File: src/rtl/uart_echo_pkg.sv
// -----------------------------------------------------------------------------
// uart_echo_pkg
//  Shared definitions for the UART echo FIFO stage: TX FSM state encoding,
//  ASCII constants used by the optional CR->CRLF expansion, and the saturating
//  error-counter helper.
//  Optional feature macro used by the importing RTL: UART_ECHO_CRLF_EN.
// -----------------------------------------------------------------------------
package uart_echo_pkg;

    typedef enum logic [2:0] {
        IDLE      = 3'd0,
        LOAD      = 3'd1,
        WAIT_BUSY = 3'd2,
        WAIT_DONE = 3'd3,
        CRLF      = 3'd4
    } tx_state_t;

    localparam logic [7:0] ASCII_CR = 8'h0D;
    localparam logic [7:0] ASCII_LF = 8'h0A;
    localparam logic [7:0] ERR_MAX  = 8'hFF;

    // Adds 0..2 events to an 8-bit counter, clamping at ERR_MAX.
    function automatic logic [7:0] sat_add(input logic [7:0] base, input logic [1:0] inc);
        logic [8:0] sum;
        sum = {1'b0, base} + {7'b0, inc};
        return sum[8] ? ERR_MAX : sum[7:0];
    endfunction

endpackage

File: src/rtl/uart_echo_fifo_sync_fifo.sv
// -----------------------------------------------------------------------------
// sync_fifo
//  Single-clock FIFO with first-word-fall-through read data. A pop in the same
//  cycle as a push at full frees the slot first, so the push is accepted.
//  Parameters: DEPTH (power of two), ADDR_W = log2(DEPTH), WIDTH (data bits).
//  Ports:
//   clk, rst         clock, asynchronous active-high reset
//   push, push_data  write request and data (ignored when full without pop)
//   pop              read request (ignored when empty)
//   pop_data         entry at the read pointer
//   count            entries stored, 0..DEPTH
//   empty, full      count == 0 / count == DEPTH
// -----------------------------------------------------------------------------
module sync_fifo #(
    parameter int DEPTH  = 16,
    parameter int ADDR_W = 4,
    parameter int WIDTH  = 8
) (
    input  logic              clk,
    input  logic              rst,
    input  logic              push,
    input  logic [WIDTH-1:0]  push_data,
    input  logic              pop,
    output logic [WIDTH-1:0]  pop_data,
    output logic [ADDR_W:0]   count,
    output logic              empty,
    output logic              full
);

    logic [WIDTH-1:0]  mem [DEPTH];
    logic [ADDR_W-1:0] wr_ptr;
    logic [ADDR_W-1:0] rd_ptr;
    logic              do_push;
    logic              do_pop;

    assign do_pop  = pop && !empty;
    assign do_push = push && (!full || do_pop);

    // NOTE: the storage array has no reset; only pointers and count define
    // which entries are valid, and leaving it unreset lets it map to RAM.
    always_ff @(posedge clk) begin
        if (do_push) begin
            mem[wr_ptr] <= push_data;
        end
    end

    // NOTE: all clocked state uses non-blocking assignments so every register
    // samples pre-edge values regardless of statement order.
    always_ff @(posedge clk or posedge rst) begin
        if (rst) begin
            wr_ptr <= '0;
            rd_ptr <= '0;
            count  <= '0;
        end else begin
            if (do_push) begin
                wr_ptr <= wr_ptr + 1'b1;
            end
            if (do_pop) begin
                rd_ptr <= rd_ptr + 1'b1;
            end
            case ({do_push, do_pop})
                2'b10:   count <= count + 1'b1;
                2'b01:   count <= count - 1'b1;
                default: count <= count;
            endcase
        end
    end

    assign pop_data = mem[rd_ptr];
    assign empty    = (count == '0);
    assign full     = (count == DEPTH[ADDR_W:0]);

endmodule

File: src/rtl/uart_echo_fifo.sv
// -----------------------------------------------------------------------------
// uart_echo_fifo
//  Buffers bytes from the UART receiver and replays them one frame at a time
//  through the transmitter's start/busy handshake, so RX bursts arriving while
//  TX is busy are queued instead of lost.
//  Optional feature: define UART_ECHO_CRLF_EN to follow every echoed 0x0D with
//  a generated 0x0A (not stored in the FIFO, not counted in fifo_count).
//  Ports:
//   clk, rst     clock, asynchronous active-high reset
//   rx_valid     one-cycle strobe, rx_data valid
//   rx_data      received byte
//   rx_error     one-cycle framing-error strobe (byte discarded, error counted)
//   tx_busy      transmitter busy
//   tx_start     one-cycle transmit request
//   tx_data      byte being transmitted, held until the next load
//   ovf_clr      clears ovf_flag (a drop in the same cycle wins)
//   fifo_count   entries stored, fifo_empty / fifo_full status
//   ovf_flag     sticky: a byte was dropped because the FIFO was full
//   err_count    saturating count of rx errors and TX start timeouts
// -----------------------------------------------------------------------------
module uart_echo_fifo #(
    parameter int DEPTH    = 16,
    parameter int ADDR_W   = 4,
    parameter int START_TO = 8
) (
    input  logic              clk,
    input  logic              rst,
    input  logic              rx_valid,
    input  logic [7:0]        rx_data,
    input  logic              rx_error,
    input  logic              tx_busy,
    output logic              tx_start,
    output logic [7:0]        tx_data,
    input  logic              ovf_clr,
    output logic [ADDR_W:0]   fifo_count,
    output logic              fifo_empty,
    output logic              fifo_full,
    output logic              ovf_flag,
    output logic [7:0]        err_count
);

    import uart_echo_pkg::*;

`ifdef UART_ECHO_CRLF_EN
    localparam bit CRLF_EN = 1'b1;
`else
    localparam bit CRLF_EN = 1'b0;
`endif

    localparam int              TO_W    = $clog2(START_TO + 1);
    localparam logic [TO_W-1:0] TO_LAST = TO_W'(START_TO - 1);

    tx_state_t       state;
    tx_state_t       state_nx;
    logic [TO_W-1:0] to_cnt;
    logic            timeout;
    logic            push_req;
    logic            pop;
    logic            drop;
    logic [7:0]      fifo_rd_data;

    assign push_req = rx_valid && !rx_error;
    assign pop      = (state == LOAD);
    // A push at full is only lost when no pop frees a slot in the same cycle.
    assign drop     = push_req && fifo_full && !pop;
    // Transmitter never acknowledged within START_TO cycles: give up on the byte.
    assign timeout  = (state == WAIT_BUSY) && !tx_busy && (to_cnt == TO_LAST);

    sync_fifo #(
        .DEPTH  (DEPTH),
        .ADDR_W (ADDR_W),
        .WIDTH  (8)
    ) u_fifo (
        .clk       (clk),
        .rst       (rst),
        .push      (push_req),
        .push_data (rx_data),
        .pop       (pop),
        .pop_data  (fifo_rd_data),
        .count     (fifo_count),
        .empty     (fifo_empty),
        .full      (fifo_full)
    );

    always_ff @(posedge clk or posedge rst) begin
        if (rst) begin
            state <= IDLE;
        end else begin
            state <= state_nx;
        end
    end

    // NOTE: state_nx gets its default before the case so every path assigns
    // it and no latch is inferred.
    always_comb begin
        state_nx = state;
        unique case (state)
            // Waiting for !tx_busy keeps tx_start from firing into a busy core.
            IDLE:      if (!fifo_empty && !tx_busy) state_nx = LOAD;
            LOAD:      state_nx = WAIT_BUSY;
            WAIT_BUSY: begin
                if (tx_busy) begin
                    state_nx = WAIT_DONE;
                end else if (timeout) begin
                    state_nx = IDLE;
                end
            end
            WAIT_DONE: begin
                if (!tx_busy) begin
                    state_nx = (CRLF_EN && tx_data == ASCII_CR) ? CRLF : IDLE;
                end
            end
            CRLF:      state_nx = WAIT_BUSY;
            default:   state_nx = IDLE;
        endcase
    end

    always_ff @(posedge clk or posedge rst) begin
        if (rst) begin
            tx_start  <= 1'b0;
            tx_data   <= 8'h00;
            to_cnt    <= '0;
            ovf_flag  <= 1'b0;
            err_count <= 8'h00;
        end else begin
            tx_start <= (state == LOAD) || (state == CRLF);

            if (state == LOAD) begin
                tx_data <= fifo_rd_data;
            end else if (state == CRLF) begin
                tx_data <= ASCII_LF;
            end

            if (state == WAIT_BUSY) begin
                to_cnt <= to_cnt + 1'b1;
            end else begin
                to_cnt <= '0;
            end

            if (drop) begin
                ovf_flag <= 1'b1;
            end else if (ovf_clr) begin
                ovf_flag <= 1'b0;
            end

            err_count <= sat_add(err_count, {1'b0, rx_error} + {1'b0, timeout});
        end
    end

endmodule

File: config.mk
export PLATFORM = sky130hd
export DESIGN_NAME = uart_echo_fifo
export DESIGN_NICKNAME = d
export VERILOG_FILES = /design/src/rtl/uart_echo_pkg.sv /design/src/rtl/uart_echo_fifo_sync_fifo.sv /design/src/rtl/uart_echo_fifo.sv
export SDC_FILE = /design/constraint.sdc
export NUM_CORES = 1
export LEC_CHECK = 0
export CELL_PAD_IN_SITES_DETAIL_PLACEMENT = 0
export CELL_PAD_IN_SITES_GLOBAL_PLACEMENT = 1
export CORE_MARGIN = 4
export CORE_UTILIZATION = 48
export DETAILED_ROUTE_END_ITERATION = 7
export DONT_BUFFER_PORTS = 1
export PLACE_DENSITY_LB_ADDON = 0.1
export SLEW_MARGIN = 20
export SYNTH_ARGS = -nofsm -noshare
export SYNTH_HDL_FRONTEND = slang
export SYNTH_SLANG_ARGS = --single-unit
File: constraint.sdc
create_clock -name clk -period 2.4 [get_ports clk]
set_input_delay 0.24 -clock clk [delete_from_list [all_inputs] [get_ports clk]]
set_output_delay 0.24 -clock clk [all_outputs]
set_load 0.005 [all_outputs]
* Word level (Yosys, flattened, before mapping)
Memory sizes are Yosys's and may differ from the RTL's. Index checks and enable logic that the tools add are counted.
Word-level totals: register bits 38, memory bits (writable) 128, output and inout port bits 25, word-level logic and storage cells 64, memories kept 1
Memory list:
- u_fifo.mem | depth 16, bits a word 8, rd ports 1, clocked after memory_dff 0, write ports 1, RTL line uart_echo_fifo_sync_fifo.sv:30 | logic [WIDTH-1:0] mem [DEPTH];
Cells by class: add/subtract/negate cells 7, equal/unequal tests 11, multiplexer cells 14, reduce and logical (&&, ||, !) cells 22
Operator list (number):
- $mux W8 | 3
- $add A4 B1 Y4 const B | 3
- $mux W3 | 4
- $pmux W3 S4 | 1
- $pmux W5 S2 | 1
- $add A8 B2 Y9 | 1
- $logic_and A1 B1 Y1 | 8
- $eq A3 B2 Y1 const B | 2
- $reduce_bool A2 Y1 | 3
- $add A5 B1 Y5 const B | 1
- $eq A5 B5 Y1 const B | 1
- $logic_not A1 Y1 | 5
- $logic_not A5 Y1 | 1
- $sub A5 B1 Y5 const B | 1
- $eq A4 B3 Y1 const B | 1
- $mux W1 | 4
- $mux W4 | 1
- $ne A2 B2 Y1 const B | 2
- $eq A3 B1 Y1 const B | 1
- $eq A3 B3 Y1 const B | 1
- $logic_not A3 Y1 | 1
- $ne A3 B3 Y1 const B | 1
- $reduce_and A3 Y1 | 1
- $add A1 B1 Y2 | 1
- 4 further kinds | 5

* Longest topological paths before layout
Gate-level depths: netlist of run 1.
depth after elaboration 7, depth in mapped cells 10, gate-level depth less buffers 9

* Cells and area by module
From an unflattened synthesis of run 1, not the netlist that was laid out.
Second synthesis, totals: cells, all modules 388, area, all modules 6804.0 um^2
By module, submodules not included:
- sync_fifo | times used 1, cells each 298, area an instance 5750.5 um^2, seq. area each 4169.0 um^2
- uart_echo_fifo | times used 1, cells each 90, area an instance 1053.5 um^2, seq. area each 600.6 um^2

* Worst setup path after synthesis of run 1
No wires, ideal clock.
kind reg-to-reg, start point register u_fifo.count[1], end point register u_fifo.count[4], arrival time 2.319 ns, data required time 2.260 ns, slack -0.059 ns, stages on the path, launching flop included 10, buffers on the path 1, clock period less this slack 2.459 ns, cell sequence dfrtp_1 buf_6 or4_4 o211a_4 xor2_1 ha_1 o31a_2 nor3_1 nand2b_1 o221ai_1
On the way: cells in the longest elaborated chain, start to end 7
RTL lines:
- start, declared | RTL line uart_echo_fifo_sync_fifo.sv:25 | output logic [ADDR_W:0] count,
- start signal, assigned | RTL line uart_echo_fifo_sync_fifo.sv:62 | 2'b10: count <= count + 1'b1;
- start signal, assigned | RTL line uart_echo_fifo_sync_fifo.sv:63 | 2'b01: count <= count - 1'b1;
- start signal, assigned | RTL line uart_echo_fifo_sync_fifo.sv:64 | default: count <= count;
- $logic_not A5 Y1 | RTL line uart_echo_fifo_sync_fifo.sv:70 | assign empty = (count == '0);
- $logic_not A1 Y1 | RTL line uart_echo_fifo_sync_fifo.sv:36 | assign do_pop = pop && !empty;
- $logic_and A1 B1 Y1 | RTL line uart_echo_fifo_sync_fifo.sv:36
- $logic_or A1 B1 Y1 | RTL line uart_echo_fifo_sync_fifo.sv:37 | assign do_push = push && (!full || do_pop);
- $logic_and A1 B1 Y1 | RTL line uart_echo_fifo_sync_fifo.sv:37
- $eq A2 B1 Y1 / $eq A2 B2 Y1 (equally long branches) | RTL line uart_echo_fifo_sync_fifo.sv:61 | case ({do_push, do_pop})
- $pmux W5 S2 / $reduce_bool A2 Y1 (equally long branches)
Parallel ways exist; a longest one is shown, timed or not. A chain may end at the register's enable or synchronous reset.

* Worst setup path after layout of run 1
Ends and elaborated chain as after synthesis.

==> flow_summary_export.csv, run 1 <==
group,metric,value,unit
run_status,outcome,"finished, final reports clean",
placement,dp_hpwl,9.14,mm
drt,routed_via_density,5.58,
worst_setup_path,cp.arrival,2.68,ns
clock_network,h-tree-depth,4,
timing,finalHoldViolations,0,
timing,setup_viol,0,
synthesis,synth-seq-cells,165,
final_layout,fin_nets,505,
drt,first_iter_violations,203,
grt,grt_pass1_vias,3786,
drt,top_layer,"met5",
clock_network,clock-root-buffer,"clkbuf_16",
final_layout,layout-drive-gt1-share,17.4,%
timing,fin_setup_tns,0,ns
worst_setup_path,rr_endpoint,"u_fifo.count[4]$_DFFE_PP0P_",
synthesis,ys_seq_area_share,69.6,%
drt,wl_met2,6.81,mm
clock_network,cts_buffers,17,
grt,grt_pass1_wl,21.5,mm
clock_network,clock-sinks,165,
final_layout,antennaDiodeCount,0,
final_layout,layout_commonest_cell,"edfxtp_1",
timing,fin_crit_sh,99.1,%
placement,port_buffers,0,
grt,antenna_found_initial,1,
drt,met3_length,837,um
drt,drcViolationCount,0,
timing,tightest_slew,0.637,ns
floorplan,placementRows,43,
grt,track_usage,18.1,%
timing,fmax,420,MHz
synthesis,async_reset_ff_share,22.4,%
placement,gp_congestion,0.765,
synthesis,synth_top_flop_cell,"edfxtp_1",
final_layout,layout_common_cells,"edfxtp_1, mux2i_1, dfrtp_1",
grt,grt_start_max_net_pins,40,
floorplan,die_w,127,um
floorplan,die_area,16200,sq um
floorplan,core_area,13900,sq um
power_and_ir_drop,pwr_density_cell,1170,nW/um^2
clock_network,insertion_delay,0.42,ns
synthesis,ys_types,47,
drt,wl_per_cell,20.6,um
drt,ant_nets,0,
synthesis,syn_avg_cell_area,15.4,sq um
floorplan,die_h,127,um
worst_setup_path,worstReg2RegStart,"u_fifo.count[1]$_DFFE_PP0P_",
hold_path,holdCritPathClass,"in2reg",
hold_path,hold-path-cell-count,2,
floorplan,io_pins,39,
worst_setup_path,cp-start-kind,"register",
clock_network,path_clk_slew,0.06,ns
drt,wl,13.9,mm
timing,timing.final.max_slew_violations,0,
clock_network,cts_tree,"built",
final_layout,synthToLayoutAreaGrowth,15.7,%
floorplan,initial_utilization,49.2,%
synthesis,synth_area,6850,sq um
synthesis,postSynthCellCount,444,
synthesis,synth_fp_nets,468,
run,maxCapViolCount,0,
timing,relSlewSlack,57.4,%
drt,dr.pass1.iters,4,
power_and_ir_drop,vdd_drop_max,0.568,mV
hold_path,worstHoldStart,"tx_busy",
synthesis,synth_edf_count,128,
timing,fin_skew,0.00583,ns
worst_setup_path,crit_path_end_kind,"register",
clock_network,clockBufferDepth,2,
synthesis,yosys_warnings,0,
worst_setup_path,r2r_cells,8,
worst_setup_path,r2r_slack,0.02,ns
drt,vias,3762,
drt,m1WireLength,6.07,mm
power_and_ir_drop,p_total,9.28,mW
worst_setup_path,critPathKind,"reg2reg",
power_and_ir_drop,p_leak,2.90,nW
grt,grt_overflow_total,0,
worst_setup_path,crit_fanout,3,
hold_path,holdPathEnd,"state[0]$_DFFE_PP0P_",
timing,period_minus_slack,2.38,ns
worst_setup_path,cp_data_required_time,2.70,ns
per-stage QoR:
stage | std cells | hold slack, ns | utilization [%] | setup WS (ns) | cell area [sq um]
final | 674 | 0.0291 | 56.9 | 0.0207 | 7930
after global routing | 674 | 0.0103 | 56.9 | -0.0389 | 7930
after CTS | 669 | 0.0119 | 56.3 | 0.0300 | 7850
after detailed placement | 626 | 0.293 | 51.4 | 0.0384 | 7160
after global placement | 626 | 0.279 | 51.4 | 0.0892 | 7160
after floorplan | 444 | 0.334 | - | 0.0182 | 6860
worst max-delay path: stages (launching register included):
cell	delay, ns
dfrtp_1	0.38
or4_4	0.54
o211a_4	0.26
xor2_1	0.15
ha_2	0.21
o31a_4	0.29
nor3_4	0.19
nand2b_4	0.15
o221ai_2	0.09
synthesized netlist by cell type (all sizes together) (2+ instances only):
library cell | count | share of area [%]
dfrtp | 37 | 14
mux4 | 9 | 3.0
nand2b | 6 | 0.55
mux2 | 3 | 0.60
nor3 | 8 | 0.58
o21ai | 2 | 0.15
inv | 12 | 0.66
nand2 | 27 | 1.5
nor2 | 25 | 1.4
a211oi | 2 | 0.22
and3 | 2 | 0.18
a21oi | 6 | 0.44
nor2b | 10 | 0.91
clkbuf | 8 | 0.44
xnor2 | 10 | 1.3
a31oi | 12 | 1.4
a22oi | 15 | 1.6
nand3 | 8 | 0.58
mux2i | 48 | 7.0
and2 | 9 | 0.82
edfxtp | 128 | 56
buf | 12 | 1.2
ha | 9 | 1.6
nand4 | 10 | 0.91
a2111oi | 4 | 0.51
nor4 | 3 | 0.27
xor2 | 5 | 0.64
cells by family (layout without fill, tap and decap cells):
kind of cell / Yosys count / in the layout / share of synthesized area [%]
compound gates: 49 / 49 / 5.48
mux: 60 / 60 / 10.6
xor+xnor: 15 / 15 / 1.92
fa+ha+maj: 10 / 10 / 1.94
flops: 165 / 165 / 69.6
buf+inv: 33 / 83 / 2.30
simple gates: 112 / 112 / 8.16
per-layer routing:
metal | track usage, % | vias up
met1 | 24.0 | 1874
li1 | - | 1760
met2 | 28.6 | 107
met4 | 6.12 | 2
met5 | 0 | -
met3 | 5.31 | 19
state kept, by name, indices dropped and copies added (netlist names):
| register | flops |
|---|---|
| u_fifo.wr_ptr | 4 |
| err_count | 8 |
| to_cnt | 4 |
| u_fifo.rd_ptr | 4 |
| u_fifo.mem | 128 |
| ovf_flag | 1 |
| state | 2 |
| tx_start | 1 |
| tx_data | 8 |
| u_fifo.count | 5 |
timing repair:
| item | 4_1_cts | 5_1_grt |
|---|---|---|
| gates resized for setup | 0 | 7 |
| endpoints found under the hold margin | 158 | 0 |
| setup buffers | 0 | 5 |
| setup endpoints to repair | 0 | 1 |
| hold buffers | 11 | 0 |
power breakdown:
part | switching (mW) | internal (mW) | leakage, nW
Combinational | 1.44 | 1.23 | 1.01
Sequential | 0.482 | 3.48 | 1.61
Clock | 1.11 | 1.54 | 0.276
area by class of cell:
| class | count | area, sq um |
|---|---|---|
| timing repair buffer | 38 | 325 |
| sequential | 165 | 4770 |
| clock buffer | 17 | 425 |
| tap | 180 | 225 |
| clock inverter | 15 | 158 |
| fill | 1094 | 6010 |
| multi-input combinational | 246 | 1970 |
| inverter | 13 | 48.8 |
worst max path at each step:
stage	start	end	slack, ns	cells past startpoint
CTS	u_fifo.count[0]$_DFFE_PP0P_	u_fifo.count[4]$_DFFE_PP0P_	0.03	8
global placement	u_fifo.count[0]$_DFFE_PP0P_	u_fifo.count[4]$_DFFE_PP0P_	0.09	8
detailed placement	u_fifo.count[0]$_DFFE_PP0P_	u_fifo.count[4]$_DFFE_PP0P_	0.04	8
global route	u_fifo.count[3]$_DFFE_PP0P_	u_fifo.count[4]$_DFFE_PP0P_	-0.04	8
finish	u_fifo.count[1]$_DFFE_PP0P_	u_fifo.count[4]$_DFFE_PP0P_	0.02	8
floorplan	u_fifo.count[1]$_DFFE_PP0P_	u_fifo.count[4]$_DFFE_PP0P_	0.02	9
(Power assumes the default switching activity.)
==> run 2, diff against run 1 <==
==> constraint.sdc (replaced) <==
create_clock -name clk -period 2.4 [get_ports clk]
set_input_delay 0.12 -clock clk [delete_from_list [all_inputs] [get_ports clk]]
set_output_delay 0.12 -clock clk [all_outputs]
set_load 0.005 [all_outputs]
==> flow_summary_export.csv, run 2 (synthesized netlist as in run 1, its figures left out) <==
group,metric,value,unit
final_layout,layout_common_cells,"edfxtp_1, mux2i_1, dfrtp_1",
worst_setup_path,crit_fanout,3,
final_layout,synthToLayoutAreaGrowth,15.9,%
timing,fin_crit_sh,99.2,%
worst_setup_path,crit_path_end_kind,"register",
floorplan,die_w,127,um
placement,port_buffers,0,
timing,holdWs,0.0733,ns
worst_setup_path,cp-start-kind,"register",
clock_network,clockBufferDepth,2,
placement,detailed_place.area,7160,sq um
timing,tightest_slew,0.635,ns
final_layout,n_fill_cell,1093,
hold_path,holdCritPathClass,"in2reg",
placement,dp.cells,626,
power_and_ir_drop,p_leak,2.90,nW
final_layout,instances_no_fill,675,
drt,wl_per_cell,20.6,um
drt,drcViolationCount,0,
floorplan,die_area,16200,sq um
final_layout,fin_nets,506,
clock_network,cts_buffers,17,
clock_network,clock-sinks,165,
drt,ant_nets,0,
placement,gp_congestion,0.765,
clock_network,insertion_delay,0.43,ns
power_and_ir_drop,p_total,9.28,mW
grt,track_usage,18.1,%
timing,timing.final.max_slew_violations,0,
final_layout,antennaDiodeCount,0,
clock_network,path_clk_slew,0.06,ns
run_status,outcome,"finished, final reports clean",
placement,dp_hpwl,9.14,mm
final_layout,fin_area,7940,sq um
clock_network,h-tree-depth,4,
worst_setup_path,critPathKind,"reg2reg",
grt,grt_pass1_vias,3789,
floorplan,core_area,13900,sq um
grt,grt_pass1_wl,21.5,mm
timing,fmax,420,MHz
worst_setup_path,cp.arrival,2.68,ns
drt,routed_via_density,5.57,
final_layout,top_regs,"u_fifo.mem (128), err_count (8), tx_data (8)",
drt,wl,13.9,mm
grt,grt_start_max_net_pins,40,
timing,worst_slack,0.0191,ns
final_layout,layout-drive-gt1-share,17.4,%
run,maxCapViolCount,0,
timing,fin_skew,0.00960,ns
drt,dr.pass1.iters,4,
clock_network,clock-root-buffer,"clkbuf_16",
final_layout,largest-register,"u_fifo.mem",
grt,grt_overflow_total,0,
timing,relSlewSlack,57.5,%
power_and_ir_drop,pwr_density_cell,1170,nW/um^2
timing,finalHoldViolations,0,
placement,pre_cts_ws,0.0384,ns
floorplan,placementRows,43,
drt,first_iter_violations,225,
clock_network,cts_tree,"built",
final_layout,layout_commonest_cell,"edfxtp_1",
timing,setup_viol,0,
worst_setup_path,cp_data_required_time,2.70,ns
floorplan,die_h,127,um
floorplan,initial_utilization,49.2,%
final_layout,largest_reg_flops,128,
drt,vias,3759,
final_layout,utilization,57.0,%
timing,fin_setup_tns,0,ns
floorplan,io_pins,39,
grt,antenna_found_initial,1,
timing,period_minus_slack,2.38,ns
power_and_ir_drop,vdd_drop_max,0.567,mV
-- run 2: where the power goes --
part / switching (mW) / leakage (nW) / internal (mW)
combinational: 1.44 / 1.02 / 1.23
clock: 1.11 / 0.276 / 1.54
sequential: 0.481 / 1.61 / 3.48
-- run 2: area by class of cell --
| cell class | instances | area [sq um] | share of cell area, % |
|---|---|---|---|
| flip-flops and latches | 165 | 4770 | 60.1 |
| well taps | 180 | 225 | 2.84 |
| multi-input cells | 246 | 1970 | 24.8 |
| clock buffers | 17 | 425 | 5.36 |
| inverters | 13 | 48.8 | 0.615 |
| clock inverters | 15 | 158 | 1.99 |
| repair buffers | 39 | 335 | 4.22 |
-- run 2: per-layer routing --
layer,GRT usage [%],vias up,share of wire [%],wire (um)
li1,-,1764,-,-
met3,5.27,11,7.7,1060
met5,0,-,0.050,7
met1,24.1,1870,42,5830
met2,28.6,112,49,6850
met4,6.12,2,0.91,126
-- run 2: path summary, 6_finish.rpt --
| kind | from | to | slack [ns] | depth (start not counted) |
|---|---|---|---|---|
| worst max-delay path | u_fifo.count[1]$_DFFE_PP0P_ | u_fifo.count[4]$_DFFE_PP0P_ | 0.02 | 8 |
| worst min-delay path | rx_valid | ovf_flag$_DFFE_PP0P_ | 0.07 | 2 |
| worst max register to register | u_fifo.count[1]$_DFFE_PP0P_ | u_fifo.count[4]$_DFFE_PP0P_ | 0.02 | 8 |
| worst min register to register | to_cnt[0]$_DFF_PP0_ | to_cnt[0]$_DFF_PP0_ | 0.46 | 1 |
| max in group asynchronous | rst | u_fifo.rd_ptr[0]$_DFFE_PP0P_ | 1.55 | 3 |
| min in group asynchronous | rst | tx_data[0]$_DFFE_PP0N_ | 0.23 | 2 |
-- run 2: critical path, stage by stage (launching register included) --
cell and delay [ns]:
dfrtp_1 0.38, or4_4 0.54, o211a_4 0.26, xor2_1 0.15, ha_2 0.21, o31a_4 0.29, nor3_4 0.19, nand2b_4 0.15
o221ai_2 0.09
-- run 2: what timing repair did --
item | in CTS | in global routing
endpoints found under the setup margin | 0 | 1
hold endpoints to repair | 159 | 0
resized for setup | 0 | 7
hold buffers | 12 | 0
setup buffers | 0 | 5
==> run 3, diff against run 2 <==
--- a/config.mk
+++ b/config.mk
@@ -5,12 +5,12 @@
 export SDC_FILE = /design/constraint.sdc
 export NUM_CORES = 1
 export LEC_CHECK = 0
+export BUFFER_PORTS_ARGS = -buffer_cell sky130_fd_sc_hd__buf_2
 export CELL_PAD_IN_SITES_DETAIL_PLACEMENT = 0
 export CELL_PAD_IN_SITES_GLOBAL_PLACEMENT = 1
 export CORE_MARGIN = 4
-export CORE_UTILIZATION = 48
+export CORE_UTILIZATION = 46
 export DETAILED_ROUTE_END_ITERATION = 7
-export DONT_BUFFER_PORTS = 1
 export PLACE_DENSITY_LB_ADDON = 0.1
 export SLEW_MARGIN = 20
 export SYNTH_ARGS = -nofsm -noshare
==> flow_summary_export.csv, run 3 (synthesized netlist as in run 1, its figures left out) <==
group,metric,value,unit
run_status,outcome,"finished, final reports clean",
worst_setup_path,crit_path_end_kind,"register",
timing,timing.final.max_slew_violations,0,
worst_setup_path,crit_path_max_incr_delay,0.54,ns
power_and_ir_drop,clkPwrFrac,32.0,%
drt,routed_via_density,5.42,
final_layout,synthToLayoutAreaGrowth,19.1,%
timing,rsz0062_at_grt,"true",
floorplan,core_area,14500,sq um
grt,antenna_found_initial,0,
placement,port_buffers,38,
grt,grt_pass1_vias,3921,
worst_setup_path,r2r_cells,8,
clock_network,cts_tree,"built",
drt,wl_met2,7.05,mm
clock_network,clock-sinks,165,
clock_network,cts_buffers,17,
placement,gp_congestion,0.804,
hold_path,worstHoldStart,"rx_data[4]",
clock_network,insertion_delay,0.42,ns
final_layout,top_regs,"u_fifo.mem (128), err_count (8), tx_data (8)",
drt,wl_per_cell,19.8,um
drt,ant_nets,0,
timing,fin_setup_tns,0,ns
drt,m1WireLength,6.25,mm
timing,fmax,420,MHz
power_and_ir_drop,p_int,6.87,mW
power_and_ir_drop,seqPwrFrac,39.6,%
worst_setup_path,r2r_slack,0.02,ns
power_and_ir_drop,switchingPower,3.05,mW
grt,grt_pass1_wl,22.3,mm
run,maxCapViolCount,0,
final_layout,antennaDiodeCount,0,
final_layout,largest-register,"u_fifo.mem",
worst_setup_path,critPathKind,"reg2reg",
hold_path,holdCritPathClass,"in2reg",
worst_setup_path,cp_top_family,"simple AND/OR/NAND/NOR gates",
clock_network,path_clk_slew,0.06,ns
final_layout,instances_no_fill,708,
clock_network,clockBufferDepth,2,
final_layout,layout-drive-gt1-share,23.1,%
drt,first_iter_violations,223,
drt,dr.pass1.iters,4,
hold_path,holdPathEnd,"u_fifo.mem[0][4]$_DFFE_PP_",
final_layout,fin_nets,535,
clock_network,h-tree-depth,4,
timing,period_minus_slack,2.38,ns
timing,finalHoldViolations,0,
power_and_ir_drop,vdd_drop_max,0.547,mV
worst_setup_path,crit_start,"u_fifo.count[2]$_DFFE_PP0P_",
worst_setup_path,rr_endpoint,"u_fifo.count[4]$_DFFE_PP0P_",
worst_setup_path,worstReg2RegStart,"u_fifo.count[2]$_DFFE_PP0P_",
placement,dp_hpwl,9.41,mm
timing,relSlewSlack,47.8,%
power_and_ir_drop,switching_share,30.7,%
drt,vias,3835,
floorplan,io_pins,39,
grt,track_usage,17.8,%
drt,met3_length,602,um
floorplan,placementRows,44,
worst_setup_path,cp-start-kind,"register",
worst_setup_path,crit_slowest_cell,"or4_4",
floorplan,die_area,16900,sq um
power_and_ir_drop,pwr_density_cell,1220,nW/um^2
drt,drcViolationCount,0,
grt,grt_start_max_net_pins,43,
final_layout,largest_reg_flops,128,
floorplan,die_w,130,um
floorplan,initial_utilization,47.1,%
drt,wl,14.0,mm
power_and_ir_drop,p_leak,3.09,nW
floorplan,die_h,130,um
hold_path,hold-path-cell-count,1,
timing,setup_viol,0,
worst_setup_path,cp.arrival,2.67,ns
placement,dp.cells,670,
power_and_ir_drop,power_frac_comb,28.5,%
worst_setup_path,cp_cell_sequence,"or4_4, o211a_4, xor2_2, ha_2, o31a_4, nor3_4, nand2b_4, o221ai_2",
worst_setup_path,crit_fanout,4,
timing,fin_skew,0.00890,ns
final_layout,layout_commonest_cell,"edfxtp_1",
worst_setup_path,cp_data_required_time,2.69,ns
timing,fin_crit_sh,99.3,%
grt,grt_overflow_total,0,
timing,tightest_slew,0.783,ns
worst_setup_path,crit_buf_inv,0,
clock_network,clock-root-buffer,"clkbuf_16",
drt,top_layer,"met4",
final_layout,layout_common_cells,"edfxtp_1, mux2i_1, buf_2",
## run 3: changes by cell type in the layout (fill, tap and decap cells not counted), moves of 2 or more
cell | before | now
buf_2 | 0 | 38
dlygate4sd3_1 | 12 | 3
clkinv_2 | 3 | 0
clkinv_4 | 4 | 2
clkinvlp_4 | 4 | 0
bufinv_16 | 2 | 7
## run 3: worst max path at each step
| stage | depth (start not counted) | slack (ns) | end |
|---|---|---|---|
| after floorplan | 9 | 0.02 | u_fifo.count[4]$_DFFE_PP0P_ |
| after global placement | 8 | 0.09 | u_fifo.count[4]$_DFFE_PP0P_ |
| after detailed placement | 8 | 0.03 | u_fifo.count[4]$_DFFE_PP0P_ |
| after CTS | 8 | 0.03 | u_fifo.count[4]$_DFFE_PP0P_ |
| after global routing | 8 | -0.04 | u_fifo.count[4]$_DFFE_PP0P_ |
| final | 8 | 0.02 | u_fifo.count[4]$_DFFE_PP0P_ |
## run 3: cell type report
class	instances	area, sq um
fillers	1192	6370
flip-flops and latches	165	4770
multi-input cells	246	1980
repair buffers	68	435
clock buffers	18	429
clock inverters	14	269
well taps	184	230
inverters	13	48.8
## run 3: layer usage
layer | vias up | GRT usage [%]
met1 | 1936 | 23.7
met2 | 77 | 28.8
met3 | 6 | 4.42
li1 | 1816 | -
met5 | - | 0
met4 | 0 | 5.87
## run 3: power by group through the flow
| stage | registers [mW] | logic [mW] | clock network [mW] |
|---|---|---|---|
| 2_1_floorplan | 3.78 | 2.02 | 0 |
| 3_3_place_gp | 3.97 | 2.69 | 0 |
| 3_5_place_dp | 3.99 | 2.71 | 0 |
| 4_1_cts | 3.93 | 2.73 | 3.24 |
| 5_1_grt | 3.99 | 3.12 | 3.38 |
| 6_report | 3.92 | 2.83 | 3.17 |
## run 3: per-stage QoR
step                      setup slack [ns]  cell area (sq um)  utilization [%]  total power [mW]  hold WS (ns)
after floorplan                     0.0182               6860                -              5.80         0.214
after global placement              0.0862               7360             50.7              6.66         0.270
after detailed placement            0.0343               7360             50.7              6.69         0.279
after CTS                           0.0257               8090             55.7              9.90        0.0900
after global routing               -0.0434               8160             56.1              10.5        0.0906
final                               0.0173               8160             56.1              9.92        0.0990
## run 3: what timing repair did
item                       in CTS  in global routing
gates resized for setup         0                  7
hold buffers                    3                  0
hold endpoints to repair       39                  0
buffers inserted                0                  3
setup endpoints to repair       0                  1
